## config.mk

```make
export PLATFORM = sky130hd
export DESIGN_NAME = sprite_eval
export DESIGN_NICKNAME = d
export VERILOG_FILES = /design/src/rtl/ppu_pkg.sv /design/src/rtl/sprite_eval.sv
export SDC_FILE = /design/constraint.sdc
export NUM_CORES = 1
export LEC_CHECK = 0
export CAP_MARGIN = 40
export CORE_ASPECT_RATIO = 1.2
export CORE_MARGIN = 4
export CORE_UTILIZATION = 35
export CTS_BUF_LIST = sky130_fd_sc_hd__clkbuf_8
export DETAILED_ROUTE_END_ITERATION = 16
export GPL_ROUTABILITY_DRIVEN = 0
export MAX_ROUTING_LAYER = met4
export PLACE_DENSITY_LB_ADDON = 0.08
export SLEW_MARGIN = 30
export SYNTH_ARGS = -nofsm -noshare
export SYNTH_HDL_FRONTEND = slang
export SYNTH_SLANG_ARGS = --single-unit
```

## constraint.sdc

```tcl
create_clock -name clk -period 4.06 [get_ports clk]
set_input_delay 0.812 -clock clk [delete_from_list [all_inputs] [get_ports clk]]
set_output_delay 0.812 -clock clk [all_outputs]
set_load 0.01 [all_outputs]
```

## src/rtl/ppu_pkg.sv

```systemverilog
// Shared PPU sprite-evaluation types, dot/line constants and the Y range test.
package ppu_pkg;

    typedef enum logic [2:0] {
        IDLE,
        CLEAR,
        EVAL_Y,
        COPY,
        OVF_SCAN,
        DONE
    } eval_state_t;

    localparam logic [8:0] CLEAR_FIRST    = 9'd1;
    localparam logic [8:0] EVAL_FIRST     = 9'd65;
    localparam logic [8:0] EVAL_LAST      = 9'd256;
    localparam logic [8:0] PRERENDER_LINE = 9'd261;
    localparam logic [8:0] LAST_VISIBLE   = 9'd239;

    // Sprite covers the line when (scanline - Y) mod 512 is below the sprite height.
    function automatic logic spr_in_range(input logic [8:0] scanline,
                                          input logic [7:0] y,
                                          input logic       h16);
        logic [8:0] d;
        d = scanline - {1'b0, y};
        return d < (h16 ? 9'd16 : 9'd8);
    endfunction

endpackage

```

## src/rtl/sprite_eval.sv

```systemverilog
// Per-scanline sprite evaluation: clears oam2, scans primary OAM, copies up to
// eight in-range sprites, and flags overflow with the NES m-increment quirk.
module sprite_eval #(
    parameter int unsigned N_SLOTS   = 8,
    parameter int unsigned N_SPRITES = 64
) (
    input  logic               clk,
    input  logic               rst,
    input  logic [8:0]         cycle,
    input  logic [8:0]         scanline,
    input  logic               rendering,
    input  logic               spr_h16,
    output logic [7:0]         oam_addr,
    input  logic [7:0]         oam_data,
    output logic               oam2_we,
    output logic [4:0]         oam2_addr,
    output logic [7:0]         oam2_wdata,
    output logic               spr_overflow,
    output logic               spr0_in_line,
    output logic [N_SLOTS-1:0] slot_valid
);
    import ppu_pkg::*;

    eval_state_t r_state;
    logic [5:0]  r_n;
    logic [1:0]  r_m;
    logic [3:0]  r_count;
    logic        r_spr0_next;

    eval_state_t w_state_nxt;
    logic [5:0]  w_n_nxt;
    logic [1:0]  w_m_nxt;
    logic [3:0]  w_count_nxt;
    logic        w_spr0_nxt;
    logic        w_ovf_set;
    logic        w_en;
    logic        w_even;
    logic        w_decide;
    logic        w_hit;
    logic        w_n_last;
    logic        w_latch;

    assign w_en     = rendering && (scanline <= LAST_VISIBLE);
    assign w_even   = ~cycle[0];
    assign w_decide = w_en && w_even && (cycle >= EVAL_FIRST) && (cycle <= EVAL_LAST);
    assign w_hit    = spr_in_range(scanline, oam_data, spr_h16);
    assign w_n_last = (r_n == 6'(N_SPRITES - 1));
    assign w_latch  = w_en && (cycle == EVAL_LAST) &&
                      (r_state inside {EVAL_Y, COPY, OVF_SCAN, DONE});
    assign oam_addr = {r_n, r_m};

    // State register, scan counters, sticky overflow and end-of-evaluation latches.
    always_ff @(posedge clk) begin
        if (!rst) begin
            r_state      <= IDLE;
            r_n          <= '0;
            r_m          <= '0;
            r_count      <= '0;
            r_spr0_next  <= 1'b0;
            spr_overflow <= 1'b0;
            spr0_in_line <= 1'b0;
            slot_valid   <= '0;
        end else begin
            r_state     <= w_state_nxt;
            r_n         <= w_n_nxt;
            r_m         <= w_m_nxt;
            r_count     <= w_count_nxt;
            r_spr0_next <= w_spr0_nxt;
            if (scanline == PRERENDER_LINE && cycle == CLEAR_FIRST) begin
                spr_overflow <= 1'b0;
            end else if (w_ovf_set) begin
                spr_overflow <= 1'b1;
            end
            // Latch the post-update count so a copy completing on the last dot is included.
            if (w_latch) begin
                slot_valid   <= N_SLOTS'((16'd1 << w_count_nxt) - 16'd1);
                spr0_in_line <= w_spr0_nxt;
            end
        end
    end

    // Next-state, counter updates and oam2 write port driven from the current dot.
    always_comb begin
        w_state_nxt = r_state;
        w_n_nxt     = r_n;
        w_m_nxt     = r_m;
        w_count_nxt = r_count;
        w_spr0_nxt  = r_spr0_next;
        w_ovf_set   = 1'b0;
        oam2_we     = 1'b0;
        oam2_addr   = '0;
        oam2_wdata  = '0;

        case (r_state)
            IDLE: begin
                if (cycle == CLEAR_FIRST) w_state_nxt = CLEAR;
            end
            CLEAR: begin
                if (w_even) begin
                    oam2_we    = 1'b1;
                    oam2_addr  = cycle[5:1] - 5'd1;
                    oam2_wdata = 8'hFF;
                end
                if (cycle == EVAL_FIRST - 9'd1) w_state_nxt = EVAL_Y;
            end
            EVAL_Y: begin
                if (w_decide) begin
                    if (w_hit) begin
                        oam2_we     = 1'b1;
                        oam2_addr   = {r_count[2:0], 2'b00};
                        oam2_wdata  = oam_data;
                        w_m_nxt     = 2'd1;
                        w_state_nxt = COPY;
                        if (r_n == '0) w_spr0_nxt = 1'b1;
                    end else begin
                        w_n_nxt = r_n + 6'd1;
                        if (w_n_last) w_state_nxt = DONE;
                    end
                end
            end
            COPY: begin
                if (w_decide) begin
                    oam2_we    = 1'b1;
                    oam2_addr  = {r_count[2:0], r_m};
                    oam2_wdata = oam_data;
                    if (r_m == 2'd3) begin
                        w_m_nxt     = '0;
                        w_count_nxt = r_count + 4'd1;
                        w_n_nxt     = r_n + 6'd1;
                        if (w_n_last)              w_state_nxt = DONE;
                        else if (r_count == 4'd7)  w_state_nxt = OVF_SCAN;
                        else                       w_state_nxt = EVAL_Y;
                    end else begin
                        w_m_nxt = r_m + 2'd1;
                    end
                end
            end
            OVF_SCAN: begin
                // m advances together with n and never carries into it.
                if (w_decide) begin
                    if (w_hit) begin
                        w_ovf_set   = 1'b1;
                        w_state_nxt = DONE;
                    end else begin
                        w_n_nxt = r_n + 6'd1;
                        w_m_nxt = r_m + 2'd1;
                        if (w_n_last) w_state_nxt = DONE;
                    end
                end
            end
            default: ;
        endcase

        if ((r_state inside {EVAL_Y, COPY, OVF_SCAN}) && cycle == EVAL_LAST) begin
            w_state_nxt = DONE;
        end
        if (cycle == '0) begin
            w_state_nxt = IDLE;
            w_n_nxt     = '0;
            w_m_nxt     = '0;
            w_count_nxt = '0;
            w_spr0_nxt  = 1'b0;
        end
        if (!w_en) w_state_nxt = IDLE;
        if (!w_en || !rst) begin
            oam2_we    = 1'b0;
            oam2_addr  = '0;
            oam2_wdata = '0;
        end
    end

endmodule

```

---- Word-level counts from Yosys, hierarchy flattened ----
Cells that the tools add are included.
operators by class
  eq/ne operators ......................... 28
  shifts and indexed selects .............. 1
  add/subtract/negate cells ............... 6
  magnitude comparators ................... 4
  mux-type cells .......................... 54
  reductions and logical operators ........ 28
  bitwise operators ....................... 3
operators with widths
  cell                                                  count
  two-way mux 8 bit                                     5
  two-way mux 3 bit                                     12
  two-way mux 5 bit                                     6
  two-way mux 6 bit                                     4
  case mux 8 bit (3 select lines)                       1
  == test 9 bit (second input constant)                 2
  != test 2 bit (second input constant)                 9
  two-way mux 4 bit                                     4
  case mux 3 bit (5 select lines)                       1
  case mux 5 bit (3 select lines)                       1
  AND reduction 7 bit                                   2
  two-way mux 2 bit                                     6
  != test 3 x 2 -> 1 bit (second input constant)        4
  case mux 6 bit (2 select lines)                       1
  two-way mux 1 bit                                     11
  == test 9 x 1 -> 1 bit (second input constant)        1
  == test 9 x 7 -> 1 bit (second input constant)        1
  >= comparator 9 x 7 -> 1 bit (second input constant)  1
  <= comparator 9 x 8 -> 1 bit (second input constant)  1
  <= comparator 9 bit (second input constant)           1
  logical NOT 9 bit                                     1
  less-than comparator 9 x 5 -> 1 bit                   1
  subtractor 9 x 8 -> 9 bit                             1
  logical AND 1 bit                                     8
  other kinds (31)                                      39
word-level totals
  output and inout port bits .............. 32
  input bits .............................. 30
  bits in registers ....................... 26
  word-level logic and storage cells ...... 133

---- Longest topological paths before layout ----
  depth in word-level cells ............... 10
  mapped depth ............................ 15
  mapped depth without buffers ............ 14

---- Worst setup path before layout ----
No wires, ideal clock.
  path kind ............................... input-to-output
  from .................................... input oam_data[2]
  to ...................................... output oam2_wdata[0]
  path slack .............................. -0.181 ns
  cell stages on the path ................. 15
  data required time ...................... 3.248 ns
  buffers on the path ..................... 1
  data arrival time ....................... 3.429 ns
  cell sequence ........................... inv_1 ha_1 a21oi_1 o21ai_0 a21oi_1 xnor2_1 ha_1 inv_1 o2111ai_1 a221oi_1 nand4_1 a21boi_1 nor2b_1 buf_2 a21o_1
between the ends
  cells in the longest elaborated chain, start to end .. 6
ends and longest elaborated chain
  what                                 line                source
  start, declared                      sprite_eval.sv:14   input logic [7:0] oam_data,
  subtractor 9 x 8 -> 9 bit            ppu_pkg.sv:24       d = scanline - {1'b0, y};
  less-than comparator 9 x 5 -> 1 bit  ppu_pkg.sv:25       return d < (h16 ? 9'd16 : 9'd8);
  two-way mux 8 bit                    sprite_eval.sv:108  if (w_hit) begin
  two-way mux 8 bit                    sprite_eval.sv:107  if (w_decide) begin
  case mux 8 bit (3 select lines)      sprite_eval.sv:94   case (r_state)
  two-way mux 8 bit                    sprite_eval.sv:165  if (!w_en || !rst) begin
  end, declared                        sprite_eval.sv:17   output logic [7:0] oam2_wdata,
Every way passes these cells.

---- Worst setup path in the final report ----
  from .................................... input scanline[2]
  to ...................................... output oam2_wdata[1]
between the ends
  cells in the longest elaborated chain, start to end .. 8
  elaborated cells between the ends (all ways) .. 14
  classes of those cells .................. add/sub: 1; order compare: 2; mux: 5; reduce/logical: 6
ends and longest elaborated chain
  what                                                               line                source
  start, declared                                                    sprite_eval.sv:10   input logic [8:0] scanline,
  branches (longest 7 deep; another with subtractor 9 x 8 -> 9 bit)  -
  two-way mux 8 bit *                                                sprite_eval.sv:165
Mark *: on every way between the ends.

==> run summary <==
XOR/XNOR share of the synthesized area -> 0.0282
setup TNS -> 0 ns
cell count of the worst hold path -> 1
placed instance count -> 527
share of final-layout standard cells stronger than drive strength 1 -> 0.288
post-synthesis simple-gate area fraction -> 0.304
clock slew at the register clock pins of the worst setup and hold paths -> 0.09 ns
Detailed Route Iter0 Violations -> 86
number of enable-type register cells in the synthesized netlist -> 0
wire length per cell -> 15.6 um
wire length of the first global-routing pass -> 14.0 mm
CP required -> 3.25 ns
post-synthesis average cell area -> 7.64 um2
Yosys top cell by area -> dfxtp_1
maximum number of pins on one net before global-route repair -> 16
max-slew violation count -> 0
longest individual stage delay on the worst path -> 0.25 ns
count of mapped cells out of synthesis -> 325
number of cells on the critical path -> 17
number of buffers created by CTS -> 3
count of buffers from port buffering -> 61
library cells used by synthesis -> 65
count of antenna diodes in the layout -> 0
min-delay worst type -> reg -> reg
initial antenna violation count -> 0
Final Hold Violating Endpoints -> 0
maximum fanout along the worst path -> 7
CP max-delay cell -> ha_4
first-pass iteration count of the detailed router -> 4
number of max-cap violations -> 0
Vias -> 2,956
Overall Global Routing Usage -> 0.202
final cycle utilization of the critical path -> 0.985
critical path class -> in -> out
final net count -> 504
worst-case reg-to-reg path depth -> 9
DRC viols -> 0
insertion delay to the later sink of the worst-skew pair -> 0.26 ns
Die Height -> 100 um
initial core utilization -> 0.362
buffers and inverters on the worst path -> 5
Max H-tree Level -> 1
setup repair after global routing missed its margin -> true
element type at the critical path end -> primary output
TritonCTS clock tree -> yes
post-synthesis adder-cell area fraction -> 0.0857
commonest cells in the netlist -> nor2_1 (37), dfxtp_1 (26), inv_1 (24)
final-report setup violation count -> 0
critical path's top delay family -> compound AO/OA/AOI/OAI gates
highest clock rate -> 0.250 GHz
HPWL reported at the end of detailed placement -> 6.69 mm
Core Footprint -> 0.00685 mm2
total of warnings raised by yosys -> 0
vias in the first global route -> 2,991
power per standard cell area -> 158 mW/mm2
share of synthesized area spent on multiplexers -> 0.0469
number of core rows -> 33
slew of the pin with the lowest slew margin -> 0.747 ns
total number of clock tree sinks -> 26
complex-gate fraction of the synthesized area -> 0.279
ordered cell list for the critical path -> buf_8 -> ha_4 -> a21oi_4 -> o21ai_4 -> a21oi_2 -> xnor2_1 -> ha_2 -> inv_2 -> o2111ai_2 -> a221oi_2 -> nand4_1 -> a21boi_2 -> nor2b_1 -> buf_4 -> buf_6 -> a21o_1 -> buf_2
total I/O pin count -> 62
Die Area -> 0.00851 mm2
post-synthesis async set-or-reset flop share -> 0
synth top area cells -> dfxtp_1 (21%), ha_1 (8.6%), nor2_1 (5.6%)
number of flip-flops and latches in the synthesized netlist -> 26
synthesized net count -> 372
Critical Path Start Type -> primary input
total standard cell area after synthesis -> 0.00248 mm2
post-route minimum period -> 4.00 ns
average via count per standard cell -> 5.45
outcome -> finished clean
clock root buffer master -> clkbuf_8
flip-flop cell with the highest count after synthesis -> dfxtp_1
CP Data Arrival Time -> 3.19 ns
most numerous cell in the Yosys netlist -> nor2_1
sequential fraction of the synthesis area -> 0.210
total overflow reported by the global router -> 0
Final Skew -> 0.00273 ns
number of nets still failing antenna checks after routing -> 0
horizontal extent of the die -> 84.9 um
final wirelength -> 8.48 mm
number of standard cells in the layout, taps in and fillers out -> 542
max-slew headroom at the worst pin -> 0.498
maximum buffer depth of the clock tree -> 2
leakage power summed over all cells -> 1.67 nW
area growth from synthesis to layout -> 54.8%
worst ir drop on vdd -> 0.000154 V
combinational family with the most area after synthesis -> simple AND/OR/NAND/NOR gates
area share of the largest cell type after synthesis -> 0.210
[power by group]
part	switching, mW	leakage (nW)	internal (mW)
sequential	0.0000136	0.209	0.255
combinational	0.0937	1.44	0.115
clock	0.0771	0.0216	0.0664
[placed cells by master, fill, tap and decap left out, types with 4 or more instances in the layout]
cell              n
a21o_1           10
a21oi_1          13
a31oi_1           9
and2_1            5
and3_1            7
buf_2            11
buf_4            70
clkdlybuf4s50_1  34
dfxtp_1          26
dlygate4sd2_1    11
ha_1              9
ha_4              6
inv_1            17
inv_2             6
mux2i_1           8
nand2_1          17
nand2b_1          6
nand3_1          14
nand4_1           6
nor2_1           37
nor2b_1           5
nor3_1            7
nor4_1            6
o211ai_1          9
o21ai_0          13
o31ai_1           5
or3_1             4
or4_1             4
xnor2_1           4
xor2_1            4
[layout make-up]
| type | count | area [um2] |
|---|---|---|
| clock buffers | 3 | 41.3 |
| repair buffers | 133 | 1080 |
| multi-input cells | 269 | 2000 |
| fillers | 681 | 3010 |
| flip-flops and latches | 26 | 520 |
| well taps | 87 | 109 |
| inverters | 24 | 92.6 |
[metrics by stage]
stage / hold WS (ns) / utilization / instance area [um2] / setup slack (ns) / power (mW)
2_1_floorplan: 0.440 / - / 2500 / 0.00608 / 0.332
6_report: 0.486 / 0.561 / 3840 / 0.0611 / 0.607
3_3_place_gp: 0.453 / 0.531 / 3640 / -0.853 / 0.431
4_1_cts: 0.487 / 0.558 / 3820 / 0.00100 / 0.612
3_5_place_dp: 0.465 / 0.531 / 3640 / -0.981 / 0.433
5_1_grt: 0.508 / 0.561 / 3840 / -0.110 / 0.641
[what timing repair did]
action	CTS	global route
hold buffers	0	0
setup endpoints to repair	14	12
pin swaps	15	9
gates cloned	0	0
resized for setup	96	10
buffers inserted	9	2
[routing by layer]
layer / vias to the layer above / routed length, um / track usage
met5: - / 0 / -
met4: 0 / 170 / 0.0572
li1: 1492 / - / -
met3: 16 / 427 / 0.0238
met2: 95 / 4110 / 0.345
met1: 1353 / 3770 / 0.252
[final timing paths]
path / end / slack, ns / from
setup / recovery: oam2_wdata[1] / 0.06 / scanline[2]
hold / removal: r_spr0_next / 0.49 / r_spr0_next
setup reg to reg: slot_valid[6] / 0.84 / r_state[0]
hold reg to reg: r_spr0_next / 0.49 / r_spr0_next
[flip-flops by register name, indices dropped and copies added (netlist names)]
register      cells
spr0_in_line      1
spr_overflow      1
r_spr0_next       1
r_n               6
r_state           3
r_count           4
r_m               2
slot_valid        8
[kinds of logic after synthesis]
kind of cell    count (synthesis)
buf+inv                        30
fa+ha+maj                      17
flops                          26
xor+xnor                        8
simple gates                  137
mux                            11
compound gates                 96
No activity file was read; power rests on OpenSTA's default activity.
